[src/rtl/icache_refill_ctrl_if.sv]
// Signal bundle between the I-cache refill controller and its neighbours:
// the stage-2 hit logic, the tag/data/LRU arrays and the L2 read port.
interface icache_refill_ctrl_if #(
  parameter int WAYS   = 4,
  parameter int IDX_W  = 6,
  parameter int LINE_W = 512
);
  logic               miss_vld;
  logic [31:0]        miss_pc;
  logic               flush;
  logic               cacop_vld;
  logic [1:0]         cacop_op;
  logic [31:0]        cacop_addr;
  logic               if_hold;
  logic               refill_done;
  logic               cacop_done;
  logic [IDX_W-1:0]   arr_rd_idx;
  logic [WAYS-1:0]    arr_vld_rd;
  logic [20*WAYS-1:0] arr_tag_rd;
  logic [2*WAYS-1:0]  arr_lru_rd;
  logic               arr_wr_en;
  logic               arr_data_we;
  logic [WAYS-1:0]    arr_wr_way;
  logic [IDX_W-1:0]   arr_wr_idx;
  logic               arr_wr_vld;
  logic [19:0]        arr_wr_tag;
  logic [LINE_W-1:0]  arr_wr_data;
  logic               arr_lru_we;
  logic [2*WAYS-1:0]  arr_lru_wdata;
  logic               l2_req;
  logic               l2_req_op;
  logic [31:0]        l2_req_addr;
  logic               l2_ack;
  logic [LINE_W-1:0]  l2_rd_data;

  modport master (
    input  miss_vld, miss_pc, flush, cacop_vld, cacop_op, cacop_addr,
    input  arr_vld_rd, arr_tag_rd, arr_lru_rd, l2_ack, l2_rd_data,
    output if_hold, refill_done, cacop_done, arr_rd_idx,
    output arr_wr_en, arr_data_we, arr_wr_way, arr_wr_idx, arr_wr_vld,
    output arr_wr_tag, arr_wr_data, arr_lru_we, arr_lru_wdata,
    output l2_req, l2_req_op, l2_req_addr
  );

  modport slave (
    output miss_vld, miss_pc, flush, cacop_vld, cacop_op, cacop_addr,
    output arr_vld_rd, arr_tag_rd, arr_lru_rd, l2_ack, l2_rd_data,
    input  if_hold, refill_done, cacop_done, arr_rd_idx,
    input  arr_wr_en, arr_data_we, arr_wr_way, arr_wr_idx, arr_wr_vld,
    input  arr_wr_tag, arr_wr_data, arr_lru_we, arr_lru_wdata,
    input  l2_req, l2_req_op, l2_req_addr
  );
endinterface

[src/rtl/icache_refill_ctrl.sv]
// I-cache refill and CACOP sequencer: victim selection, L2 line fetch,
// array fill with LRU aging, and tag/valid maintenance operations.
// Only one operation is in flight; fetch is held while the FSM is busy.
module icache_refill_ctrl #(
  parameter int WAYS   = 4,
  parameter int IDX_W  = 6,
  parameter int LINE_W = 512
) (
  input logic clk,
  input logic rst_n,
  icache_refill_ctrl_if.master bus
);

  typedef enum logic [2:0] {IDLE, MISS_RD, REQ, FILL, CC_RD, CC_WR} state_t;

  state_t            state, state_nxt;
  logic [19:0]       tag_q;        // miss tag, or CACOP PPN
  logic [IDX_W-1:0]  idx_q;
  logic [1:0]        cway_q;       // CACOP way field for index ops
  logic [1:0]        op_q;
  logic              drop_q;
  logic [WAYS-1:0]   way_q;        // one-hot victim (miss) or target (CACOP)
  logic [1:0]        old_age_q;
  logic [LINE_W-1:0] line_q;

  logic [WAYS-1:0]   victim;
  logic [1:0]        victim_age;
  logic              victim_found;
  logic [WAYS-1:0]   target;
  logic              target_hit;
  logic [2*WAYS-1:0] lru_new;

  // Victim: lowest invalid way, else the oldest (age 3) way, else way 0
  always_comb begin
    victim       = '0;
    victim_age   = bus.arr_lru_rd[1:0];
    victim_found = 1'b0;
    for (int w = 0; w < WAYS; w++) begin
      if (!victim_found && !bus.arr_vld_rd[w]) begin
        victim[w]    = 1'b1;
        victim_age   = 2'd3;
        victim_found = 1'b1;
      end
    end
    for (int w = 0; w < WAYS; w++) begin
      if (!victim_found && bus.arr_lru_rd[2*w +: 2] == 2'd3) begin
        victim[w]    = 1'b1;
        victim_age   = 2'd3;
        victim_found = 1'b1;
      end
    end
    if (!victim_found) victim[0] = 1'b1;
  end

  // CACOP target way: explicit way for index ops, tag match for hit_inval
  always_comb begin
    target     = '0;
    target_hit = 1'b0;
    case (op_q)
      2'd0, 2'd1: target[cway_q] = 1'b1;
      2'd2: begin
        for (int w = 0; w < WAYS; w++) begin
          if (!target_hit && bus.arr_vld_rd[w] &&
              bus.arr_tag_rd[20*w +: 20] == tag_q) begin
            target[w]  = 1'b1;
            target_hit = 1'b1;
          end
        end
      end
      default: ;
    endcase
  end

  // New LRU ages: victim becomes youngest, ways younger than it age by one
  always_comb begin
    lru_new = bus.arr_lru_rd;
    for (int w = 0; w < WAYS; w++) begin
      if (way_q[w])
        lru_new[2*w +: 2] = 2'd0;
      else if (bus.arr_lru_rd[2*w +: 2] < old_age_q)
        lru_new[2*w +: 2] = bus.arr_lru_rd[2*w +: 2] + 2'd1;
    end
  end

  // State register
  always_ff @(posedge clk or negedge rst_n) begin
    if (!rst_n) state <= IDLE;
    else        state <= state_nxt;
  end

  // Latched request, victim/target, L2 line and flush-drop flag
  always_ff @(posedge clk or negedge rst_n) begin
    if (!rst_n) begin
      tag_q     <= '0;
      idx_q     <= '0;
      cway_q    <= '0;
      op_q      <= '0;
      drop_q    <= 1'b0;
      way_q     <= '0;
      old_age_q <= '0;
      line_q    <= '0;
    end else begin
      case (state)
        IDLE: begin
          if (bus.cacop_vld) begin
            tag_q  <= bus.cacop_addr[31:12];
            idx_q  <= bus.cacop_addr[6 +: IDX_W];
            cway_q <= bus.cacop_addr[1:0];
            op_q   <= bus.cacop_op;
          end else if (bus.miss_vld) begin
            tag_q <= bus.miss_pc[31:12];
            idx_q <= bus.miss_pc[6 +: IDX_W];
          end
        end
        MISS_RD: begin
          way_q     <= victim;
          old_age_q <= victim_age;
        end
        REQ:     if (bus.l2_ack) line_q <= bus.l2_rd_data;
        CC_RD:   way_q <= target;
        default: ;
      endcase
      if (bus.flush && (state == MISS_RD || state == REQ || state == FILL))
        drop_q <= 1'b1;
      if (state_nxt == IDLE)
        drop_q <= 1'b0;
    end
  end

  // Next-state logic and all array / L2 / fetch-side outputs
  always_comb begin
    state_nxt         = state;
    bus.if_hold       = (state != IDLE) | bus.miss_vld | bus.cacop_vld;
    bus.refill_done   = 1'b0;
    bus.cacop_done    = 1'b0;
    bus.arr_rd_idx    = idx_q;
    bus.arr_wr_en     = 1'b0;
    bus.arr_data_we   = 1'b0;
    bus.arr_wr_way    = '0;
    bus.arr_wr_idx    = '0;
    bus.arr_wr_vld    = 1'b0;
    bus.arr_wr_tag    = '0;
    bus.arr_lru_we    = 1'b0;
    bus.arr_lru_wdata = '0;
    bus.l2_req        = 1'b0;
    bus.l2_req_addr   = '0;
    case (state)
      IDLE: begin
        bus.arr_rd_idx = bus.cacop_vld ? bus.cacop_addr[6 +: IDX_W]
                                       : bus.miss_pc[6 +: IDX_W];
        if (bus.cacop_vld)     state_nxt = CC_RD;
        else if (bus.miss_vld) state_nxt = MISS_RD;
      end
      MISS_RD: state_nxt = REQ;
      REQ: begin
        bus.l2_req      = 1'b1;
        bus.l2_req_addr = {tag_q, idx_q, 6'b0};
        if (bus.l2_ack) state_nxt = FILL;
      end
      FILL: begin
        bus.arr_wr_en     = 1'b1;
        bus.arr_data_we   = 1'b1;
        bus.arr_lru_we    = 1'b1;
        bus.arr_wr_way    = way_q;
        bus.arr_wr_idx    = idx_q;
        bus.arr_wr_vld    = 1'b1;
        bus.arr_wr_tag    = tag_q;
        bus.arr_lru_wdata = lru_new;
        bus.refill_done   = ~drop_q & ~bus.flush;
        state_nxt         = IDLE;
      end
      CC_RD: state_nxt = CC_WR;
      CC_WR: begin
        bus.arr_wr_en  = |way_q;
        bus.arr_wr_way = way_q;
        bus.arr_wr_idx = idx_q;
        bus.arr_wr_vld = 1'b0;
        bus.arr_wr_tag = (op_q == 2'd2) ? tag_q : 20'd0;
        bus.cacop_done = 1'b1;
        state_nxt      = IDLE;
      end
      default: state_nxt = IDLE;
    endcase
  end

  assign bus.l2_req_op   = 1'b0;
  assign bus.arr_wr_data = line_q;

endmodule
[src/flat_wrapper.sv]
// flat-port wrapper written by rule: the top's interface ports become plain ports
module icache_refill_ctrl_flat 
#(
  parameter int WAYS   = 4,
  parameter int IDX_W  = 6,
  parameter int LINE_W = 512
)
  (clk, rst_n, bus_miss_vld, bus_miss_pc, bus_flush, bus_cacop_vld, bus_cacop_op, bus_cacop_addr, bus_arr_vld_rd, bus_arr_tag_rd, bus_arr_lru_rd, bus_l2_ack, bus_l2_rd_data, bus_if_hold, bus_refill_done, bus_cacop_done, bus_arr_rd_idx, bus_arr_wr_en, bus_arr_data_we, bus_arr_wr_way, bus_arr_wr_idx, bus_arr_wr_vld, bus_arr_wr_tag, bus_arr_wr_data, bus_arr_lru_we, bus_arr_lru_wdata, bus_l2_req, bus_l2_req_op, bus_l2_req_addr);
  icache_refill_ctrl_if #(.WAYS(WAYS), .IDX_W(IDX_W), .LINE_W(LINE_W)) bus_i ();
  input logic clk;
  input logic rst_n;
  input wire logic [$bits(bus_i.miss_vld)-1:0] bus_miss_vld;
  input wire logic [$bits(bus_i.miss_pc)-1:0] bus_miss_pc;
  input wire logic [$bits(bus_i.flush)-1:0] bus_flush;
  input wire logic [$bits(bus_i.cacop_vld)-1:0] bus_cacop_vld;
  input wire logic [$bits(bus_i.cacop_op)-1:0] bus_cacop_op;
  input wire logic [$bits(bus_i.cacop_addr)-1:0] bus_cacop_addr;
  input wire logic [$bits(bus_i.arr_vld_rd)-1:0] bus_arr_vld_rd;
  input wire logic [$bits(bus_i.arr_tag_rd)-1:0] bus_arr_tag_rd;
  input wire logic [$bits(bus_i.arr_lru_rd)-1:0] bus_arr_lru_rd;
  input wire logic [$bits(bus_i.l2_ack)-1:0] bus_l2_ack;
  input wire logic [$bits(bus_i.l2_rd_data)-1:0] bus_l2_rd_data;
  output wire logic [$bits(bus_i.if_hold)-1:0] bus_if_hold;
  output wire logic [$bits(bus_i.refill_done)-1:0] bus_refill_done;
  output wire logic [$bits(bus_i.cacop_done)-1:0] bus_cacop_done;
  output wire logic [$bits(bus_i.arr_rd_idx)-1:0] bus_arr_rd_idx;
  output wire logic [$bits(bus_i.arr_wr_en)-1:0] bus_arr_wr_en;
  output wire logic [$bits(bus_i.arr_data_we)-1:0] bus_arr_data_we;
  output wire logic [$bits(bus_i.arr_wr_way)-1:0] bus_arr_wr_way;
  output wire logic [$bits(bus_i.arr_wr_idx)-1:0] bus_arr_wr_idx;
  output wire logic [$bits(bus_i.arr_wr_vld)-1:0] bus_arr_wr_vld;
  output wire logic [$bits(bus_i.arr_wr_tag)-1:0] bus_arr_wr_tag;
  output wire logic [$bits(bus_i.arr_wr_data)-1:0] bus_arr_wr_data;
  output wire logic [$bits(bus_i.arr_lru_we)-1:0] bus_arr_lru_we;
  output wire logic [$bits(bus_i.arr_lru_wdata)-1:0] bus_arr_lru_wdata;
  output wire logic [$bits(bus_i.l2_req)-1:0] bus_l2_req;
  output wire logic [$bits(bus_i.l2_req_op)-1:0] bus_l2_req_op;
  output wire logic [$bits(bus_i.l2_req_addr)-1:0] bus_l2_req_addr;
  assign bus_i.miss_vld = bus_miss_vld;
  assign bus_i.miss_pc = bus_miss_pc;
  assign bus_i.flush = bus_flush;
  assign bus_i.cacop_vld = bus_cacop_vld;
  assign bus_i.cacop_op = bus_cacop_op;
  assign bus_i.cacop_addr = bus_cacop_addr;
  assign bus_i.arr_vld_rd = bus_arr_vld_rd;
  assign bus_i.arr_tag_rd = bus_arr_tag_rd;
  assign bus_i.arr_lru_rd = bus_arr_lru_rd;
  assign bus_i.l2_ack = bus_l2_ack;
  assign bus_i.l2_rd_data = bus_l2_rd_data;
  assign bus_if_hold = bus_i.if_hold;
  assign bus_refill_done = bus_i.refill_done;
  assign bus_cacop_done = bus_i.cacop_done;
  assign bus_arr_rd_idx = bus_i.arr_rd_idx;
  assign bus_arr_wr_en = bus_i.arr_wr_en;
  assign bus_arr_data_we = bus_i.arr_data_we;
  assign bus_arr_wr_way = bus_i.arr_wr_way;
  assign bus_arr_wr_idx = bus_i.arr_wr_idx;
  assign bus_arr_wr_vld = bus_i.arr_wr_vld;
  assign bus_arr_wr_tag = bus_i.arr_wr_tag;
  assign bus_arr_wr_data = bus_i.arr_wr_data;
  assign bus_arr_lru_we = bus_i.arr_lru_we;
  assign bus_arr_lru_wdata = bus_i.arr_lru_wdata;
  assign bus_l2_req = bus_i.l2_req;
  assign bus_l2_req_op = bus_i.l2_req_op;
  assign bus_l2_req_addr = bus_i.l2_req_addr;
  icache_refill_ctrl #(.WAYS(WAYS), .IDX_W(IDX_W), .LINE_W(LINE_W)) u_core (.clk(clk), .rst_n(rst_n), .bus(bus_i));
endmodule
[config.mk]
export PLATFORM = sky130hd
export DESIGN_NAME = icache_refill_ctrl_flat
export DESIGN_NICKNAME = d
export VERILOG_FILES = /design/src/rtl/icache_refill_ctrl_if.sv /design/src/rtl/icache_refill_ctrl.sv /design/src/flat_wrapper.sv
export SDC_FILE = /design/constraint.sdc
export NUM_CORES = 1
export LEC_CHECK = 0
export BUFFER_PORTS_ARGS = -buffer_cell sky130_fd_sc_hd__buf_2
export CAP_MARGIN = 0
export CORE_AREA = 5 5 487 489
export DETAILED_ROUTE_END_ITERATION = 10
export DIE_AREA = 0 0 492 494
export GPL_TIMING_DRIVEN = 0
export SLEW_MARGIN = 20
export SYNTH_ARGS = -nofsm -noshare
export SYNTH_HDL_FRONTEND = slang
export SYNTH_SLANG_ARGS = --single-unit
[constraint.sdc]
create_clock -name clk -period 2.5 [get_ports clk]
set_input_delay 0.375 -clock clk [delete_from_list [all_inputs] [get_ports clk]]
set_output_delay 0.375 -clock clk [all_outputs]
set_load 0.01 [all_outputs]
; ---- Word level (Yosys, flattened, before mapping)
; Cells that the tools add are included.
[classes]
addsub = 4
order_cmp = 6
eq_ne = 15
mux = 68
bitwise = 5
reduce_logical = 43
[ops]
columns = op, count
row1 = == test 20 bit, 4
row2 = two-way mux 20 bit, 3
row3 = one-hot mux 20 bit (2 select lines), 1
row4 = two-way mux 1 bit, 32
row5 = two-way mux 2 bit, 16
row6 = two-way mux 32 bit, 1
row7 = two-way mux 6 bit, 5
row8 = logical AND 1 bit, 16
row9 = one-hot mux 4 bit (2 select lines), 2
row10 = zero test 1 bit, 12
row11 = one-hot mux 3 bit (4 select lines), 1
row12 = == test 2 bit (second input constant), 5
row13 = two-way mux 3 bit, 3
row14 = adder 2 x 1 -> 2 bit (second input constant), 4
row15 = < comparator 2 bit, 4
row16 = two-way mux 8 bit, 1
row17 = == test 3 x 2 -> 1 bit (second input constant), 2
row18 = == test 3 bit (second input constant), 2
row19 = zero test 3 bit, 2
row20 = AND reduction 2 bit, 3
row21 = nonzero test 2 bit, 3
row22 = two-way mux 4 bit, 1
row23 = OR reduction 2 bit, 2
row24 = OR reduction 4 bit, 1
row25 = other kinds (12), 15
[word_totals]
register_bits = 552
in_bits = 676
wordCells = 150

; ---- Logic depth before layout (Yosys ltp)
; Gate-level depths: netlist of run 1.
[logic_depth]
word_depth = 23
ltp_mapped = 7

; ---- Worst setup path before layout of run 1
; OpenSTA, ideal clock, no wires.
[synth_timing]
path_type = flip-flop to output port
startpoint = reg u_core.state[0]
endpoint = out bus_l2_req_addr[22]
arrival_time_ns = 1.474
t_required_ns = 2.125
path_slack_ns = 0.651
path_stages_with_launch = 6
path_buffers = 2
cell_sequence = dfrtp_1 clkbuf_1 nand2b_1 nor2_1 clkbuf_1 and2_1
[synth_between]
elab_chain_cells = 2
[synth_rtl]
columns = element, line_no
row1 = "start, declared", icache_refill_ctrl.sv:16  ; state_t state, state_nxt;
row2 = "start signal, assigned", icache_refill_ctrl.sv:88  ; else state <= state_nxt;
row3 = == test 3 x 2 -> 1 bit, icache_refill_ctrl.sv:147  ; case (state)
row4 = two-way mux 32 bit, icache_refill_ctrl.sv:147
row5 = "end, declared", flat_wrapper.sv:38  ; output wire logic [$bits(bus_i.l2_req_addr)-1:0] bus_l2_req_addr;
; Every way passes these cells.

; ---- Worst setup path after layout of run 1
[layout_timing]
startpoint = reg u_core.state[1]
endpoint = out bus_arr_wr_tag[13]
[layout_between]
elab_chain_cells = 2
elab_cells_between_ends = 3
[layout_rtl]
columns = element, line_no
row1 = == test 3 bit / == test 3 x 2 -> 1 bit (equally long branches), icache_refill_ctrl.sv:147
row2 = one-hot mux 20 bit (2 select lines) *, icache_refill_ctrl.sv:147
row3 = "end, declared", flat_wrapper.sv:32  ; output wire logic [$bits(bus_i.arr_wr_tag)-1:0] bus_arr_wr_tag;
; Mark *: on every way between the ends. The rest lies on a longest branch, timed or not.

==> results of run 1 <==
## cell type report
cell class	instances	share of cell area [%]
antenna	84	0.4900
clock buffer	101	4.952
timing repair buffer	1877	30.47
tap	3043	8.875
sequential	552	32.23
inverter	8	0.08166
clock inverter	33	0.8925
multi-input combinational	880	20.54
buffer	83	1.479
## power by group through the flow
| stage | sequential [W] | combinational [W] | clock, W |
|---|---|---|---|
| floorplan | 0.0177 | 0.00599 | 0 |
| global placement | 0.0159 | 0.0202 | 0 |
| detailed placement | 0.0161 | 0.0204 | 0 |
| CTS | 0.0166 | 0.0222 | 0.0117 |
| global route | 0.0173 | 0.0231 | 0.0120 |
| finish | 0.0168 | 0.0217 | 0.0112 |
## state kept, by name (all words and copies together) (netlist names)
name and cells:
u_core.old_age_q 2, u_core.bus.arr_wr_data 512, u_core.state 3, u_core.cway_q 2
u_core.op_q 2, u_core.way_q 4, u_core.idx_q 6, u_core.drop_q 1
u_core.tag_q 20
## worst max path at each step
stage	start	end	slack (ns)	cells past startpoint
final	u_core.state[1]	bus_arr_wr_tag[13]	-0.18	7
after global routing	u_core.state[1]	bus_arr_wr_tag[13]	-0.28	7
after CTS	u_core.state[1]	bus_arr_wr_tag[13]	-0.20	7
after detailed placement	u_core.state[0]	u_core.bus.arr_wr_data[116]	-1.01	7
after global placement	rst_n	u_core.bus.arr_wr_data[409]	-11.41	1
after floorplan	u_core.state[0]	bus_l2_req_addr[22]	0.65	5
## stage by stage
stage | instances | instance area (sq um) | setup slack, ns
global route | 6611 | 42770 | -0.2804
CTS | 6576 | 42420 | -0.1985
global placement | 5839 | 32740 | -11.41
detailed placement | 5847 | 33000 | -1.007
floorplan | 1542 | 22650 | 0.6507
finish | 6661 | 42900 | -0.1755
## repair_timing
item | CTS | global route
hold buffers | 574 | 0
pin swaps | 18 | 18
hold endpoints to repair | 792 | 0
cloned | 6 | 1
buffers inserted | 30 | 9
endpoints found under the setup margin | 583 | 89
resized for setup | 222 | 73
## critical path, stage by stage, from the launching register on
cell and delay, ns:
dfrtp_1 0.42, buf_6 0.14, nand3b_1 0.25, o21ai_4 0.22, buf_12 0.17, clkbuf_16 0.17
and2_4 0.16, buf_6 0.10
## logic make-up (layout without fill, tap and decap cells)
logic type      count (synthesis)  in the layout  share of synthesized area (%)
flops                         552            552                          61.03
mux                           547            547                          27.05
simple gates                  168            169                          4.158
buf+inv                       111           2102                          2.388
xor+xnor                       85             85                          3.289
compound gates                 64             64                          1.625
fa+ha+maj                       8              8                         0.4423
other cells                     1             91                        0.01657
## cells in the mapped netlist, types with 15 or more instances
cell      count  share of area (%)
xnor2_1      35                1.4
xor2_1       50                1.9
o21ai_1      29               0.64
clkbuf_1     31               0.51
buf_4        17               0.56
a21oi_1      15               0.33
and2_1       57                1.6
nand2_1      35               0.58
mux2i_1      31                1.4
buf_2        48                1.1
dfrtp_1     552                 61
mux2_1      512                 25
## cells in the final DEF, fill, tap and decap left out, types with 33 or more instances in the layout
master / synthesis / final
buf_2: 48 / 1240
dlygate4sd3_1: 0 / 574
dfrtp_1: 552 / 543
mux2_1: 512 / 512
diode_2: 0 / 84
clkbuf_16: 0 / 81
buf_6: 0 / 57
xor2_1: 50 / 50
and2_4: 0 / 43
buf_4: 17 / 36
nand2_1: 35 / 33
xnor2_1: 35 / 33
## layer usage
layer  GRT usage [%]  wire length [microns]
met5               0                   1117
met4           5.590                   8715
met3           6.802                  20640
met2           25.85                  90170
met1           18.17                  78000
==> impl_metrics.csv, run 1 <==
group,metric,value,unit
clocking,clock_latency,0.70,ns
grt,grt_pass1_vias,23209,
timing,hold_violations,0,
logic_synthesis,ys_ff_latch,552,
timing,finalSetupViolCount,41,
critical_path,r2r-end,"u_core.way_q[3]",
logic_synthesis,syn_inst,1536,
placed_design,gp_congestion,0.9529,
route,drt_iter0_markers,999,
clocking,cts_buffer_depth,3,
pwr,p_leak,19.50,nW
critical_path,r2r_slack,0.06,ns
logic_synthesis,ys_types,47,
floorplan,die_x,492,microns
pwr,combPwrFrac,43.7,%
route,ant_nets,0,
placed_design,dp_hpwl,174200,microns
outcome,status,"complete, but fails checks",
finish,nets,4160,
finish,nFillCells,25435,
pwr,power.switching,0.02074,W
timing,relSlewSlack,32.44,%
placed_design,io_buffers,1254,
timing,clock-skew-final,0.03744,ns
timing,fin_ws,-0.1755,ns
route,drt_first_pass_iters,5,
logic_synthesis,synth-async-reset-ratio,100.0,%
run,maxCapViolations,0,
route,wl_per_cell,29.82,microns
floorplan,dieArea,0.2430,sq mm
logic_synthesis,synth-main-ff-cell,"dfrtp_1",
grt,grt_start_max_net_pins,94,
pwr,powerDensity,1157,mW/mm^2
route,vias_per_cell,3.312,
clocking,cts-buffers-inserted,74,
critical_path,end_kind,"output port",
clocking,clockRootBuffer,"clkbuf_16",
critical_path,crit_arrival,2.30,ns
logic_synthesis,synth_edf_count,0,
grt,overflow,0,
clocking,cts_tree,"built",
grt,antenna_found_initial,248,
timing,tightest_slew,1.013,ns
critical_path,critPathKind,"reg -> out",
timing,period_minus_slack,2.676,ns
timing,slew_violations,0,
clocking,cts_max_level,3,
critical_path,r2r_cells,6,
floorplan,row_count,177,
timing,fin_crit_sh,107.0,%
critical_path,cp_max_fo,5,
floorplan,ios,1273,
pwr,seqPwrFrac,33.8,%
pwr,swShare,41.78,%
grt,grt.total_usage,15.70,%
critical_path,rr_startpoint,"u_core.tag_q[15]",
route,wl,198600,microns
pwr,clkPwrFrac,22.5,%
timing,setup_tns,-3.642,ns
finish,layout-drive-gt1-share,45.59,%
route,vias,22058,
floorplan,initial_core_util,9.760,%
critical_path,worstPathRequired,2.12,ns
logic_synthesis,yosysWarnings,0,
critical_path,start_kind,"flip-flop",
finish,multi_input_area,0.008810,sq mm
finish,regArea,0.01382,sq mm
pwr,p_total,0.04964,W
pwr,ir_drop,0.0006073,V
clocking,clkSinkCount,552,
logic_synthesis,syn_area,0.02263,sq mm
min_path,min_path_type,"in -> async",
floorplan,fp.coreArea,0.2319,sq mm
route,drc,0,
timing,rsz0062_at_grt,"yes",
logic_synthesis,seq_area_frac_synth,61.03,%
logic_synthesis,avgSynthCellArea,14.73,sq um
floorplan,die_h,494,microns
timing,fmax,373.8,MHz
grt,grt_pass1_wl,249200,microns
finish,area_delta_synth_final,89.56,%
clocking,clk_pin_slew_worst_paths,0.06,ns
outcome,violations,"setup timing",
pwr,p_int,0.02890,W
finish,final_util,18.50,%
timing,whs,0.1880,ns
(Power assumes the default switching activity.)
==> inputs of run 2 (changes only) <==
--- a/config.mk
+++ b/config.mk
@@ -5,11 +5,12 @@
 export SDC_FILE = /design/constraint.sdc
 export NUM_CORES = 1
 export LEC_CHECK = 0
+export ABC_AREA = 1
 export BUFFER_PORTS_ARGS = -buffer_cell sky130_fd_sc_hd__buf_2
 export CAP_MARGIN = 0
-export CORE_AREA = 5 5 487 489
+export CORE_AREA = 8 8 483 485
 export DETAILED_ROUTE_END_ITERATION = 10
-export DIE_AREA = 0 0 492 494
+export DIE_AREA = 0 0 491 493
 export GPL_TIMING_DRIVEN = 0
 export SLEW_MARGIN = 20
 export SYNTH_ARGS = -nofsm -noshare
==> constraint.sdc (replaced) <==
create_clock -name clk -period 2.5 [get_ports clk]
set_input_delay 0.25 -clock clk [delete_from_list [all_inputs] [get_ports clk]]
set_output_delay 0.25 -clock clk [all_outputs]
set_load 0.01 [all_outputs]
==> run 2 against run 1 <==
  * Worst setup slack better by 0.19 ns
  * Cell count is 4.1% higher
  * Critical path type unchanged
  * Global-route usage is 1.3 points higher
  * Flip-flop and latch count stayed put
  * Die area is 0.41% lower
  * Maximum frequency is 7.8% higher
  * Combinational power is 6% higher
  * Clock skew is 0.0092 ns lower
  * Routed wire length is 8.8% higher
  * The run now ends clean
  * Critical path depth is 1 higher
  * First-iteration DRC count is 20% higher
==> impl_metrics.csv, run 2 <==
group,metric,value,unit
route,drt_first_pass_iters,4,
finish,layout-drive-gt1-share,54.89,%
outcome,status,"finished clean",
floorplan,initial_core_util,10.33,%
logic_synthesis,synth_top_area_share,59.19,%
grt,overflow,0,
timing,period_minus_slack,2.481,ns
logic_synthesis,synthMuxAreaShare,24.75,%
timing,finalSetupViolCount,0,
min_path,min_path_type,"in -> reg",
logic_synthesis,synth-main-ff-cell,"dfrtp_1",
timing,fin_crit_sh,99.24,%
min_path,holdPathStages,7,
logic_synthesis,synth_edf_count,0,
logic_synthesis,synth-adder-area-share,0.4289,%
route,ant_nets,0,
critical_path,cp_slowest_cell,"dfrtp_2",
floorplan,die_h,493,microns
grt,antenna_found_initial,262,
floorplan,ios,1273,
run,maxCapViolations,0,
timing,relSlewSlack,36.27,%
logic_synthesis,yosysWarnings,0,
critical_path,slowest_delay,0.41,ns
clocking,clk_pin_slew_worst_paths,0.06,ns
timing,fmax,403.1,MHz
floorplan,dieArea,0.2421,sq mm
critical_path,critPathKind,"reg -> out",
clocking,cts_tree,"built",
grt,grt_pass1_wl,271300,microns
critical_path,cp_cell_sequence,"inv_1 > nor3_4 > buf_6 > a21oi_4 > buf_12 > clkbuf_16 > nor2_2 > buf_4",
clocking,cts-buffers-inserted,75,
critical_path,cp_max_fo,5,
pwr,ir_drop,0.0005540,V
timing,rsz0062_at_grt,"yes",
finish,final_common_cell,"buf_2",
route,vias_per_cell,3.434,
pwr,powerDensity,1179,mW/mm^2
pwr,p_total,0.05063,W
logic_synthesis,syn_inst,1822,
critical_path,end_kind,"output port",
finish,nets,4455,
timing,tightest_slew,0.9528,ns
logic_synthesis,seq_area_frac_synth,59.19,%
logic_synthesis,synth-async-reset-ratio,100.0,%
logic_synthesis,avgSynthCellArea,12.81,sq um
critical_path,crit_arrival,2.23,ns
finish,largest_reg_flops,512,
finish,final_cell_area,0.04294,sq mm
clocking,cts_max_level,3,
finish,area_delta_synth_final,84.00,%
logic_synthesis,synth_top_family_by_area,"multiplexers",
grt,grt_pass1_vias,24891,
clocking,cts_buffer_depth,3,
timing,slew_violations,0,
placed_design,dp_hpwl,190100,microns
critical_path,r2r_cells,10,
grt,grt.total_usage,17.04,%
route,vias,23809,
logic_synthesis,synth_xor_area_share,0.6005,%
placed_design,io_buffers,1255,
clocking,clockRootBuffer,"clkbuf_16",
grt,grt_start_max_net_pins,101,
placed_design,placedInstanceArea,0.03358,sq mm
logic_synthesis,yosysMostFrequentCell,"dfrtp_1",
floorplan,die_x,491,microns
route,wl,216200,microns
logic_synthesis,synthTopCellsByArea,"dfrtp_1, mux2_2, nand2_1",
pwr,p_leak,20.25,nW
logic_synthesis,synth_top_cells_by_count,"dfrtp_1, mux2_2, nand2_1, nor2_1, inv_1",
critical_path,worstPathRequired,2.25,ns
critical_path,start_kind,"flip-flop",
clocking,clkSinkCount,552,
route,drt_iter0_markers,1203,
logic_synthesis,synth-simple-area-share,7.763,%
floorplan,fp.coreArea,0.2260,sq mm
route,wl_per_cell,31.19,microns
route,drc,0,
finish,final_cell_mix,"buf_2, dlygate4sd3_1, dfrtp_1",
placed_design,gp_congestion,0.9789,
logic_synthesis,yosysTopAreaCell,"dfrtp_1",
logic_synthesis,syn_area,0.02334,sq mm
timing,clock-skew-final,0.02822,ns
logic_synthesis,ys_types,33,
floorplan,row_count,175,
clocking,clock_latency,0.69,ns
logic_synthesis,ys_ff_latch,552,
timing,hold_violations,0,
logic_synthesis,synth_compound_area_share,2.182,%
run 2: changes by cell type after synthesis, moves of 57 or more:
cell     before  now
nor2_1       14  123
inv_1         8  115
mux2_1      512    0
mux2_2        4  513
nand2_1      35  265
and2_1       57    0
run 2: worst paths after layout:
kind / end / slack (ns) / startpoint
min reg2reg: u_core.bus.arr_wr_data[39] / 0.50 / u_core.bus.arr_wr_data[39]
max in group asynchronous: u_core.bus.arr_wr_data[251] / 0.54 / rst_n
max reg2reg: u_core.tag_q[16] / 0.07 / u_core.state[0]
min in group asynchronous: u_core.tag_q[16] / 0.15 / rst_n
max: bus_arr_wr_tag[4] / 0.02 / u_core.state[0]
min: u_core.way_q[1] / 0.14 / bus_arr_vld_rd[3]
run 2: cell type report:
type                    count  area (sq um)
inverters                 118         483.0
fillers                 24830        183000
clock inverters            35         475.5
diodes                     96         240.2
multi-input cells        1078          8631
plain buffers              80         838.3
clock buffers              99          2087
flip-flops and latches    552         13820
well taps                3009          3765
repair buffers           1865         12580
repair inverters            1         16.27
run 2: repair_timing:
action / CTS / global route
resized for setup: 99 / 44
setup endpoints to repair: 560 / 76
gates cloned: 3 / 1
endpoints found under the hold margin: 631 / 0
setup buffers: 22 / 7
pin swaps: 8 / 8
hold buffers: 572 / 0
run 2: routing by layer:
| metal | vias up | global-route usage, % | share of wire (%) |
|---|---|---|---|
| met3 | 529 | 7.481 | 10 |
| met4 | 154 | 6.507 | 4.7 |
| li1 | 10137 | - | - |
| met5 | - | 0 | 0.45 |
| met2 | 1476 | 29.69 | 48 |
| met1 | 11513 | 18.21 | 36 |
run 2: critical path, delay by kind of cell (launching register included):
kind | cells | cell delay, ns
simple gates | 2 | 0.33
compound gates | 1 | 0.05
buf+inv | 5 | 0.71
flops | 1 | 0.41
run 2: cell families after synthesis:
group                    Yosys count
flip-flops                       552
multiplexers                     513
AND/OR/NAND/NOR                  447
buffers and inverters            198
AO/OA/AOI/OAI                     87
XOR/XNOR                          16
adder cells (fa/ha/maj)            8
other                              1
run 2: through the flow:
step	util, %	hold slack (ns)	TNS [ns]	cells	worst slack, ns
floorplan	-	-0.04559	0	1828	0.7466
global placement	14.78	0.4804	-6003.01	6092	-10.99
detailed placement	14.86	0.3044	-58.95	6098	-0.6348
CTS	18.80	0.01732	-2.303	6829	-0.1198
global route	18.95	0.08460	-2.457	6889	-0.1072
finish	19.00	0.1394	0	6933	0.01906
run 2: power breakdown:
group          switching, W  total [W]  internal (W)
clock               0.00474     0.0112       0.00650
sequential          0.00281     0.0163        0.0135
combinational        0.0138     0.0231       0.00932
==> inputs of run 3 (changes only) <==
--- a/config.mk
+++ b/config.mk
@@ -12,6 +12,7 @@
 export DETAILED_ROUTE_END_ITERATION = 10
 export DIE_AREA = 0 0 491 493
 export GPL_TIMING_DRIVEN = 0
+export PLACE_DENSITY_LB_ADDON = 0.15
 export SLEW_MARGIN = 20
 export SYNTH_ARGS = -nofsm -noshare
 export SYNTH_HDL_FRONTEND = slang
==> run 3 against run 2 <==
  * The flow now finishes with violations (setup timing)
  * First-iteration DRC count down 41%
  * Design area up 0.22%
  * Non-clock buffer count unchanged
  * Sequential power down 2%
  * Count of clock-buffer cells in the layout up 9
  * Routed wire length down 27%
  * Die area unchanged
  * Sequential share of layout area down 0.084 points
  * Global-route usage down 4.6 points
  * Maximum frequency down 0.92%
  * Clock skew up 0.021 ns
  * Critical path depth up 1
  * Largest cell class unchanged
  * Largest power group unchanged
  * Highest routed layer unchanged
==> impl_metrics.csv, run 3 (synthesis gave the netlist of run 2 again) <==
group,metric,value,unit
critical_path,critPathKind,"reg -> out",
clocking,cts_tree,"built",
placed_design,gp_congestion,0.8384,
route,ant_nets,0,
timing,fin_crit_sh,100.2,%
timing,clock-skew-final,0.04896,ns
pwr,ir_drop,0.0005279,V
critical_path,cp_cell_sequence,"buf_6 > buf_6 > nor3_4 > buf_6 > a21oi_4 > buf_12 > clkbuf_16 > nor2_4 > buf_6",
timing,rsz0062_at_grt,"yes",
critical_path,slowest_delay,0.42,ns
timing,period_minus_slack,2.504,ns
route,wl_per_cell,22.87,microns
clocking,cts_buffer_depth,3,
finish,final_common_cell,"buf_2",
grt,grt_start_max_net_pins,83,
timing,slew_violations,0,
placed_design,placed_cells,6099,
critical_path,end_kind,"output port",
timing,fin_ws,-0.003891,ns
route,wl_met1,56040,microns
finish,largest_reg_flops,512,
clocking,clock_latency,0.69,ns
route,vias_per_cell,3.203,
critical_path,r2r-end,"u_core.tag_q[19]",
placed_design,io_buffers,1255,
critical_path,cpMostUsedCell,"buf_6",
outcome,violations,"setup timing",
finish,instances_no_fill,6863,
route,dr_wl_met2,79830,microns
critical_path,cp_max_fo,5,
critical_path,start_kind,"flip-flop",
floorplan,die_x,491,microns
route,drt_first_pass_iters,4,
floorplan,fp.coreArea,0.2260,sq mm
grt,grt.total_usage,12.41,%
run,maxCapViolations,0,
route,drt_iter0_markers,714,
route,wl,156900,microns
critical_path,crit_arrival,2.25,ns
clocking,clk_pin_slew_worst_paths,0.06,ns
placed_design,dp_hpwl,131900,microns
floorplan,initial_core_util,10.33,%
timing,fmax,399.4,MHz
timing,finalSetupViolCount,2,
timing,relSlewSlack,45.22,%
route,wl_met3,16660,microns
grt,overflow,0,
route,top_layer_used,"met5",
clocking,clockRootBuffer,"clkbuf_16",
critical_path,worstPathRequired,2.25,ns
floorplan,die_h,493,microns
route,drc,0,
pwr,powerDensity,1133,mW/mm^2
critical_path,rr_startpoint,"u_core.state[0]",
placed_design,pre_cts_ws,-0.3965,ns
floorplan,row_count,175,
finish,area_delta_synth_final,84.40,%
finish,layout-drive-gt1-share,54.81,%
clocking,clkSinkCount,552,
grt,antenna_found_initial,106,
timing,tightest_slew,0.8217,ns
critical_path,r2r_slack,0.08,ns
finish,final_cell_mix,"buf_2, dlygate4sd3_1, dfrtp_1",
grt,grt_pass1_vias,24239,
timing,setup_tns,-0.004635,ns
grt,grt_pass1_wl,211500,microns
route,vias,21985,
finish,final_util,19.04,%
critical_path,r2r_cells,11,
timing,hold_violations,0,
floorplan,ios,1273,
outcome,status,"complete, but fails checks",
finish,nets,4456,
clocking,cts-buffers-inserted,77,
critical_path,cp_slowest_cell,"dfrtp_1",
min_path,min_path_type,"in -> async",
clocking,cts_max_level,3,
pwr,p_leak,20.36,nW
floorplan,dieArea,0.2421,sq mm
==> run 3: changes by cell type in the layout (fill, tap and decap cells not counted), moves of 6 or more <==
cell        previous run  this run
diode_2               96        28
buf_2               1247      1228
buf_6                 68        87
nor2_4                13        27
nor2_1                90        77
clkinvlp_4             9         3
==> run 3: timing repair <==
action	4_1_cts	5_1_grt
endpoints found under the setup margin	429	152
hold buffers	577	0
endpoints found under the hold margin	613	0
cloned	3	2
pin swaps	8	11
resized for setup	146	43
buffers inserted	15	7
==> run 3: worst max path at each step <==
stage	start	end	slack, ns	depth (start not counted)
after global placement	rst_n	u_core.bus.arr_wr_data[82]	-13.22	1
after global routing	u_core.state[1]	bus_arr_wr_tag[0]	-0.15	9
final	u_core.state[1]	bus_arr_wr_tag[10]	-0.004	9
after detailed placement	u_core.state[0]	bus_arr_wr_idx[0]	-0.40	7
after floorplan	u_core.state[0]	bus_arr_wr_idx[0]	0.75	6
after CTS	u_core.state[1]	bus_arr_wr_tag[0]	-0.18	8
==> run 3: stage by stage <==
step	hold slack [ns]	total power [W]	cell area (sq um)
6_report	0.06795	0.04877	43030
5_1_grt	0.03997	0.05204	43010
4_1_cts	0.01486	0.04996	42710
3_5_place_dp	0.2932	0.03615	33610
3_3_place_gp	0.4806	0.03610	33410
2_1_floorplan	-0.04559	0.02474	23360
==> run 3: area by class of cell <==
type / instances / area, sq um
diodes: 28 / 70.07
multi-input cells: 1078 / 8732
plain buffers: 80 / 825.8
clock buffers: 108 / 2215
inverters: 118 / 465.4
clock inverters: 25 / 395.4
fillers: 25282 / 182900
repair buffers: 1865 / 12750
well taps: 3009 / 3765
flip-flops and latches: 552 / 13820
==> run 3: power by group <==
part / total, W / switching (W) / internal (W)
clock: 0.0116 / 0.00478 / 0.00683
sequential: 0.0159 / 0.00248 / 0.0134
combinational: 0.0212 / 0.0120 / 0.00926
total: 0.0488 / 0.0192 / 0.0295
==> run 3: worst max-delay path, delay by kind of cell (launching register included) <==
family / cells / cell delay, ns
compound gates: 1 / 0.05
simple gates: 2 / 0.26
buf+inv: 6 / 0.83
flops: 1 / 0.42
==> run 3: layer usage <==
metal	up-vias	GRT usage (%)
li1	10022	-
met4	98	2.557
met2	940	22.67
met5	-	0
met3	288	6.431
met1	10637	12.66
